$ cat src/rtl/localbus_arbiter.sv
// Two-master round-robin arbiter feeding a registered localbus slave stage (2-cycle latency).
// Optional bus lock is enabled by defining LOCALBUS_ARB_LOCK_EN.
module localbus_arbiter #(
    parameter int XLEN   = 32,
    parameter int AWIDTH = 32
) (
    input  logic              i_clk,
    input  logic              i_rst_n,
    input  logic              i_m0_req,
    input  logic [AWIDTH-1:0] i_m0_addr,
    input  logic [XLEN-1:0]   i_m0_wdata,
    input  logic [2:0]        i_m0_we,
    input  logic              i_m0_lock,
    output logic              o_m0_gnt,
    output logic              o_m0_rvalid,
    output logic [XLEN-1:0]   o_m0_rdata,
    input  logic              i_m1_req,
    input  logic [AWIDTH-1:0] i_m1_addr,
    input  logic [XLEN-1:0]   i_m1_wdata,
    input  logic [2:0]        i_m1_we,
    input  logic              i_m1_lock,
    output logic              o_m1_gnt,
    output logic              o_m1_rvalid,
    output logic [XLEN-1:0]   o_m1_rdata,
    output logic [AWIDTH-1:0] o_s_addr,
    output logic [XLEN-1:0]   o_s_qin,
    output logic [2:0]        o_s_we,
    input  logic [XLEN-1:0]   i_s_qout
);

    typedef enum logic [1:0] {S_IDLE, S_ACC0, S_ACC1} stage_t;

    stage_t            r_state, w_state_nxt;
    logic              r_rr_last;
    logic              r_m0_rvalid, r_m1_rvalid;
    logic [XLEN-1:0]   r_m0_rdata, r_m1_rdata;
    logic [AWIDTH-1:0] r_s_addr;
    logic [XLEN-1:0]   r_s_qin;
    logic [2:0]        r_s_we;
    logic              w_req0, w_req1, w_gnt0, w_gnt1;
    logic              w_lock_hold, w_lock_own;

    // Grants are gated by reset so nothing is accepted while the stage is held clear.
    assign w_req0 = i_m0_req & i_rst_n;
    assign w_req1 = i_m1_req & i_rst_n;

`ifdef LOCALBUS_ARB_LOCK_EN
    logic r_locked, r_lock_own;
    assign w_lock_hold = r_locked && (r_lock_own ? i_m1_lock : i_m0_lock);
    assign w_lock_own  = r_lock_own;
`else
    logic w_unused_lock;
    assign w_unused_lock = i_m0_lock ^ i_m1_lock;
    assign w_lock_hold   = 1'b0;
    assign w_lock_own    = 1'b0;
`endif

    always_comb begin
        w_gnt0      = 1'b0;
        w_gnt1      = 1'b0;
        w_state_nxt = S_IDLE;
        if (w_lock_hold) begin
            w_gnt0 = !w_lock_own && w_req0;
            w_gnt1 =  w_lock_own && w_req1;
        end else if (w_req0 && w_req1) begin
            w_gnt0 =  r_rr_last;
            w_gnt1 = !r_rr_last;
        end else begin
            w_gnt0 = w_req0;
            w_gnt1 = w_req1;
        end
        if (w_gnt0)      w_state_nxt = S_ACC0;
        else if (w_gnt1) w_state_nxt = S_ACC1;
    end

    always_ff @(posedge i_clk or negedge i_rst_n) begin
        if (!i_rst_n) begin
            r_state     <= S_IDLE;
            r_rr_last   <= 1'b1;
            r_s_addr    <= '0;
            r_s_qin     <= '0;
            r_s_we      <= '0;
            r_m0_rvalid <= 1'b0;
            r_m1_rvalid <= 1'b0;
            r_m0_rdata  <= '0;
            r_m1_rdata  <= '0;
        end else begin
            r_state <= w_state_nxt;
            if (w_gnt0 || w_gnt1) r_rr_last <= w_gnt1;
            if (w_gnt0) begin
                r_s_addr <= i_m0_addr;
                r_s_qin  <= i_m0_wdata;
                r_s_we   <= i_m0_we;
            end else if (w_gnt1) begin
                r_s_addr <= i_m1_addr;
                r_s_qin  <= i_m1_wdata;
                r_s_we   <= i_m1_we;
            end else begin
                r_s_we   <= 3'b000;
            end
            // Completion is steered by the stage owner; writes ack without touching rdata.
            r_m0_rvalid <= (r_state == S_ACC0);
            r_m1_rvalid <= (r_state == S_ACC1);
            if (r_state == S_ACC0 && r_s_we == 3'b000) r_m0_rdata <= i_s_qout;
            if (r_state == S_ACC1 && r_s_we == 3'b000) r_m1_rdata <= i_s_qout;
        end
    end

`ifdef LOCALBUS_ARB_LOCK_EN
    always_ff @(posedge i_clk or negedge i_rst_n) begin
        if (!i_rst_n) begin
            r_locked   <= 1'b0;
            r_lock_own <= 1'b0;
        end else if (w_gnt0 && i_m0_lock) begin
            r_locked   <= 1'b1;
            r_lock_own <= 1'b0;
        end else if (w_gnt1 && i_m1_lock) begin
            r_locked   <= 1'b1;
            r_lock_own <= 1'b1;
        end else if (!w_lock_hold) begin
            r_locked   <= 1'b0;
        end
    end
`endif

    assign o_m0_gnt    = w_gnt0;
    assign o_m1_gnt    = w_gnt1;
    assign o_m0_rvalid = r_m0_rvalid;
    assign o_m1_rvalid = r_m1_rvalid;
    assign o_m0_rdata  = r_m0_rdata;
    assign o_m1_rdata  = r_m1_rdata;
    assign o_s_addr    = r_s_addr;
    assign o_s_qin     = r_s_qin;
    assign o_s_we      = r_s_we;

endmodule

$ cat config.mk
export PLATFORM = sky130hd
export DESIGN_NAME = localbus_arbiter
export DESIGN_NICKNAME = d
export VERILOG_FILES = /design/src/rtl/localbus_arbiter.sv
export SDC_FILE = /design/constraint.sdc
export NUM_CORES = 1
export LEC_CHECK = 0
export BUFFER_PORTS_ARGS = -buffer_cell sky130_fd_sc_hd__buf_2
export CAP_MARGIN = 20
export CORE_AREA = 2 2 118 120
export DETAILED_ROUTE_END_ITERATION = 8
export DIE_AREA = 0 0 120 122
export HOLD_SLACK_MARGIN = 0.08
export PLACE_DENSITY = 0.8
export SLEW_MARGIN = 20
export SYNTH_ARGS = -nofsm -noshare
export SYNTH_HDL_FRONTEND = slang
export SYNTH_SLANG_ARGS = --single-unit
$ cat constraint.sdc
create_clock -name i_clk -period 2.4 [get_ports i_clk]
set_input_delay 0.36 -clock i_clk [delete_from_list [all_inputs] [get_ports i_clk]]
set_output_delay 0.36 -clock i_clk [all_outputs]
set_load 0.01 [all_outputs]
==> results.cfg <==
[logic_synthesis]
async_flop_share_pct = 100
yosys.area.top_type = dfrtp_1
ys_seq_elements = 136
synth_area_mm2 = 0.00613
syn_avg_cell_area_um2 = 11.5
synth_edf_count = 0
syn_nets = 707
ys_seq_area_share_pct = 55.6
ys_warn_count = 0
synthTopCellsByCount = 135 x dfrtp_1, 65 x nor2_1, 64 x a31oi_1, 64 x o2111ai_1, 60 x mux2_2
yosysUniqueCellTypes = 25
ys.flop_type = dfrtp_1
synth.most_common_cell = dfrtp_1
synth.area.top_cells = dfrtp_1 55%, mux2_2 11%, o2111ai_1 9.1%, a31oi_1 6.5%, o21ai_0 4.0%
synthCells = 535
yosysTopAreaCellShare_pct = 55.1

[cts]
cts_hold_buf = 0
tritoncts = done
clk_latency_ps = 410
cts_buffers = 17
clk_pin_slew_ps = 60
cts_sinks = 136
cts-root-buf = clkbuf_16
cts.path.max_buffers = 2
htree_levels = 4
post_cts_buffers = 0
ctsResizeCount = 0

[detailed_routing]
drt_iter0_drc = 354
drc = 0
firstDrtPassIters = 5
vias = 5499
wl_um = 17800
ant_nets = 0
wl_per_cell_um = 17.7
viasPerCell = 5.48

[placement]
place_area_mm2 = 0.00771
post-place-ws_ps = 408
dp_hpwl_um = 12400
io_buffers = 304
routabilityCongestion = 0.807

[power]
ir_worst_vdd_v = 0.000438
clkPwrFrac_pct = 35.0
seqPwrFrac_pct = 40.3
power.density_mw_per_mm2 = 922
combPwrFrac_pct = 24.7
p_leak_nw = 3.79
p_int_mw = 5.40
power.switching_mw = 2.28
swShare_pct = 29.7

[worst_setup_path]
timing.rr.start = r_rr_last$_DFFE_PN1P_
rr_endpoint = o_s_addr[5]$_DFFE_PN0P_
r2r_slack_ps = 390
crit_buf_inv = 1
start_kind = flip-flop
cp.arrival_ps = 1920
cp_cell_sequence = nor2b_4, nor2_1, buf_2
cp_slowest_cell = nor2b_4
end_kind = output port
cp_top_family = simple AND/OR/NAND/NOR gates
max_stage_delay_ps = 610
reg2regPathDepth = 4
cp.required_ps = 2040
worst-path-max-fanout = 32
path_class = reg2out

[timing]
period_share_pct = 95.0
hold_viol_final = 0
fin_tns_setup_ps = 0
maxSlewViolCount = 0
finalSetupViolations = 0
layout_setup_ws_ps = 119
rsz0062_at_grt = false
max_freq_mhz = 438
slew_headroom_pct = 45.2
fin_skew_ps = 11.1
max_slew.worst_pin.slew_ps = 819
hold_ws_ps = 79.9
period_needed_ps = 2280

[floorplan]
die_w_um = 120
ios = 307
core_mm2 = 0.0135
die_y_um = 122
start_util_pct = 45.4
dieArea_mm2 = 0.0146
row_count = 43

[global_routing]
grt_pass1_vias = 5311
grtUsageTotal_pct = 23.8
grt_max_degree = 147
antenna_found_initial = 2
grt_pass1_wl_um = 27200
grt_overflow = 0

[layout]
final_area_mm2 = 0.00833
area_delta_synth_final_pct = 35.9
fin_nets = 982
drive_gt1_share_pct = 50.9

[flow_run]
cap_violations = 0

[outcome]
outcome = complete, no violations

[worst_hold_path]
holdCritPathClass = in2async
==> worst max-delay path by stage <==
stage	to	from	slack, ps	depth (start not counted)
after floorplan	o_m0_gnt	r_rr_last$_DFFE_PN1P_	1030	3
after global placement	o_s_addr[0]$_DFFE_PN0P_	i_m1_req	480	5
after detailed placement	o_s_addr[5]$_DFFE_PN0P_	i_m1_req	410	5
after CTS	o_m0_gnt	r_rr_last$_DFFE_PN1P_	130	3
after global routing	o_m0_gnt	r_rr_last$_DFFE_PN1P_	10	3
final	o_m0_gnt	r_rr_last$_DFFE_PN1P_	120	3
==> state kept, by name, indices dropped and copies added, names as in the netlist <==
| name | flops |
|---|---|
| o_m0_rvalid | 1 |
| o_s_qin | 32 |
| o_m0_rdata | 32 |
| o_s_addr | 32 |
| o_s_we | 3 |
| o_m1_rdata | 32 |
| r_state | 2 |
| o_m1_rvalid | 1 |
| r_rr_last | 1 |
==> worst reg2reg max path: cells and delay by family, from the launching register on <==
kind                   cells  cell delay [ps]
and+or+nand+nor            1              610
buffers and inverters      1              460
AOI/OAI and AO/OA          2              360
DFF                        1              490
==> area by class of cell <==
| class | count | area [µm²] |
|---|---|---|
| clock inverter | 12 | 165 |
| fill | 1102 | 5180 |
| sequential | 136 | 3400 |
| antenna | 1 | 2.50 |
| multi-input combinational | 336 | 2390 |
| inverter | 2 | 7.51 |
| tap | 180 | 225 |
| clock buffer | 20 | 447 |
| timing repair buffer | 317 | 1690 |
==> cell usage in the layout (no fill, tap or decap), types with 2 or more instances in the layout <==
cell type	netlist	final
buf_2	26	303
dfrtp_1	135	135
nor2_1	65	65
o2111ai_1	64	64
a31oi_1	64	64
mux2_2	60	60
o21ai_0	49	49
clkbuf_16	0	17
o21ai_1	15	15
buf_4	9	8
buf_12	0	5
mux2_4	4	4
inv_6	0	4
nand2_2	2	3
a22o_1	3	3
bufinv_16	0	3
clkinvlp_4	0	3
a21oi_1	2	2
and2b_1	2	2
clkinv_4	0	2
clkbuf_1	18	2
==> power by group through the flow <==
stage | Clock, mW | Sequential [mW] | Combinational [mW]
2_1_floorplan | 0 | 3.37 | 0.748
4_1_cts | 2.73 | 3.10 | 1.91
3_3_place_gp | 0 | 3.10 | 1.86
5_1_grt | 2.84 | 3.15 | 2.05
6_report | 2.69 | 3.10 | 1.89
3_5_place_dp | 0 | 3.14 | 1.91
==> cell families after synthesis <==
family / synth area share [%]
compound gates: 21.7
flops: 55.6
simple gates: 4.96
mux: 12.0
buf+inv: 5.72
==> stage by stage <==
| stage | utilization (%) | instances | total power, mW |
|---|---|---|---|
| 4_1_cts | 61.6 | 1003 | 7.74 |
| 3_5_place_dp | 57.1 | 971 | 5.04 |
| 6_report | 61.7 | 1004 | 7.68 |
| 3_3_place_gp | 57.1 | 971 | 4.96 |
| 2_1_floorplan | - | 535 | 4.12 |
| 5_1_grt | 61.6 | 1003 | 8.05 |
==> per-layer routing <==
| layer | share of wire (%) | track usage, % |
|---|---|---|
| met5 | 0.062 | 0 |
| met1 | 40 | 28.3 |
| met4 | 1.9 | 8.60 |
| met3 | 8.4 | 7.49 |
| met2 | 50 | 40.7 |
No activity file was read; power rests on OpenSTA's default activity.
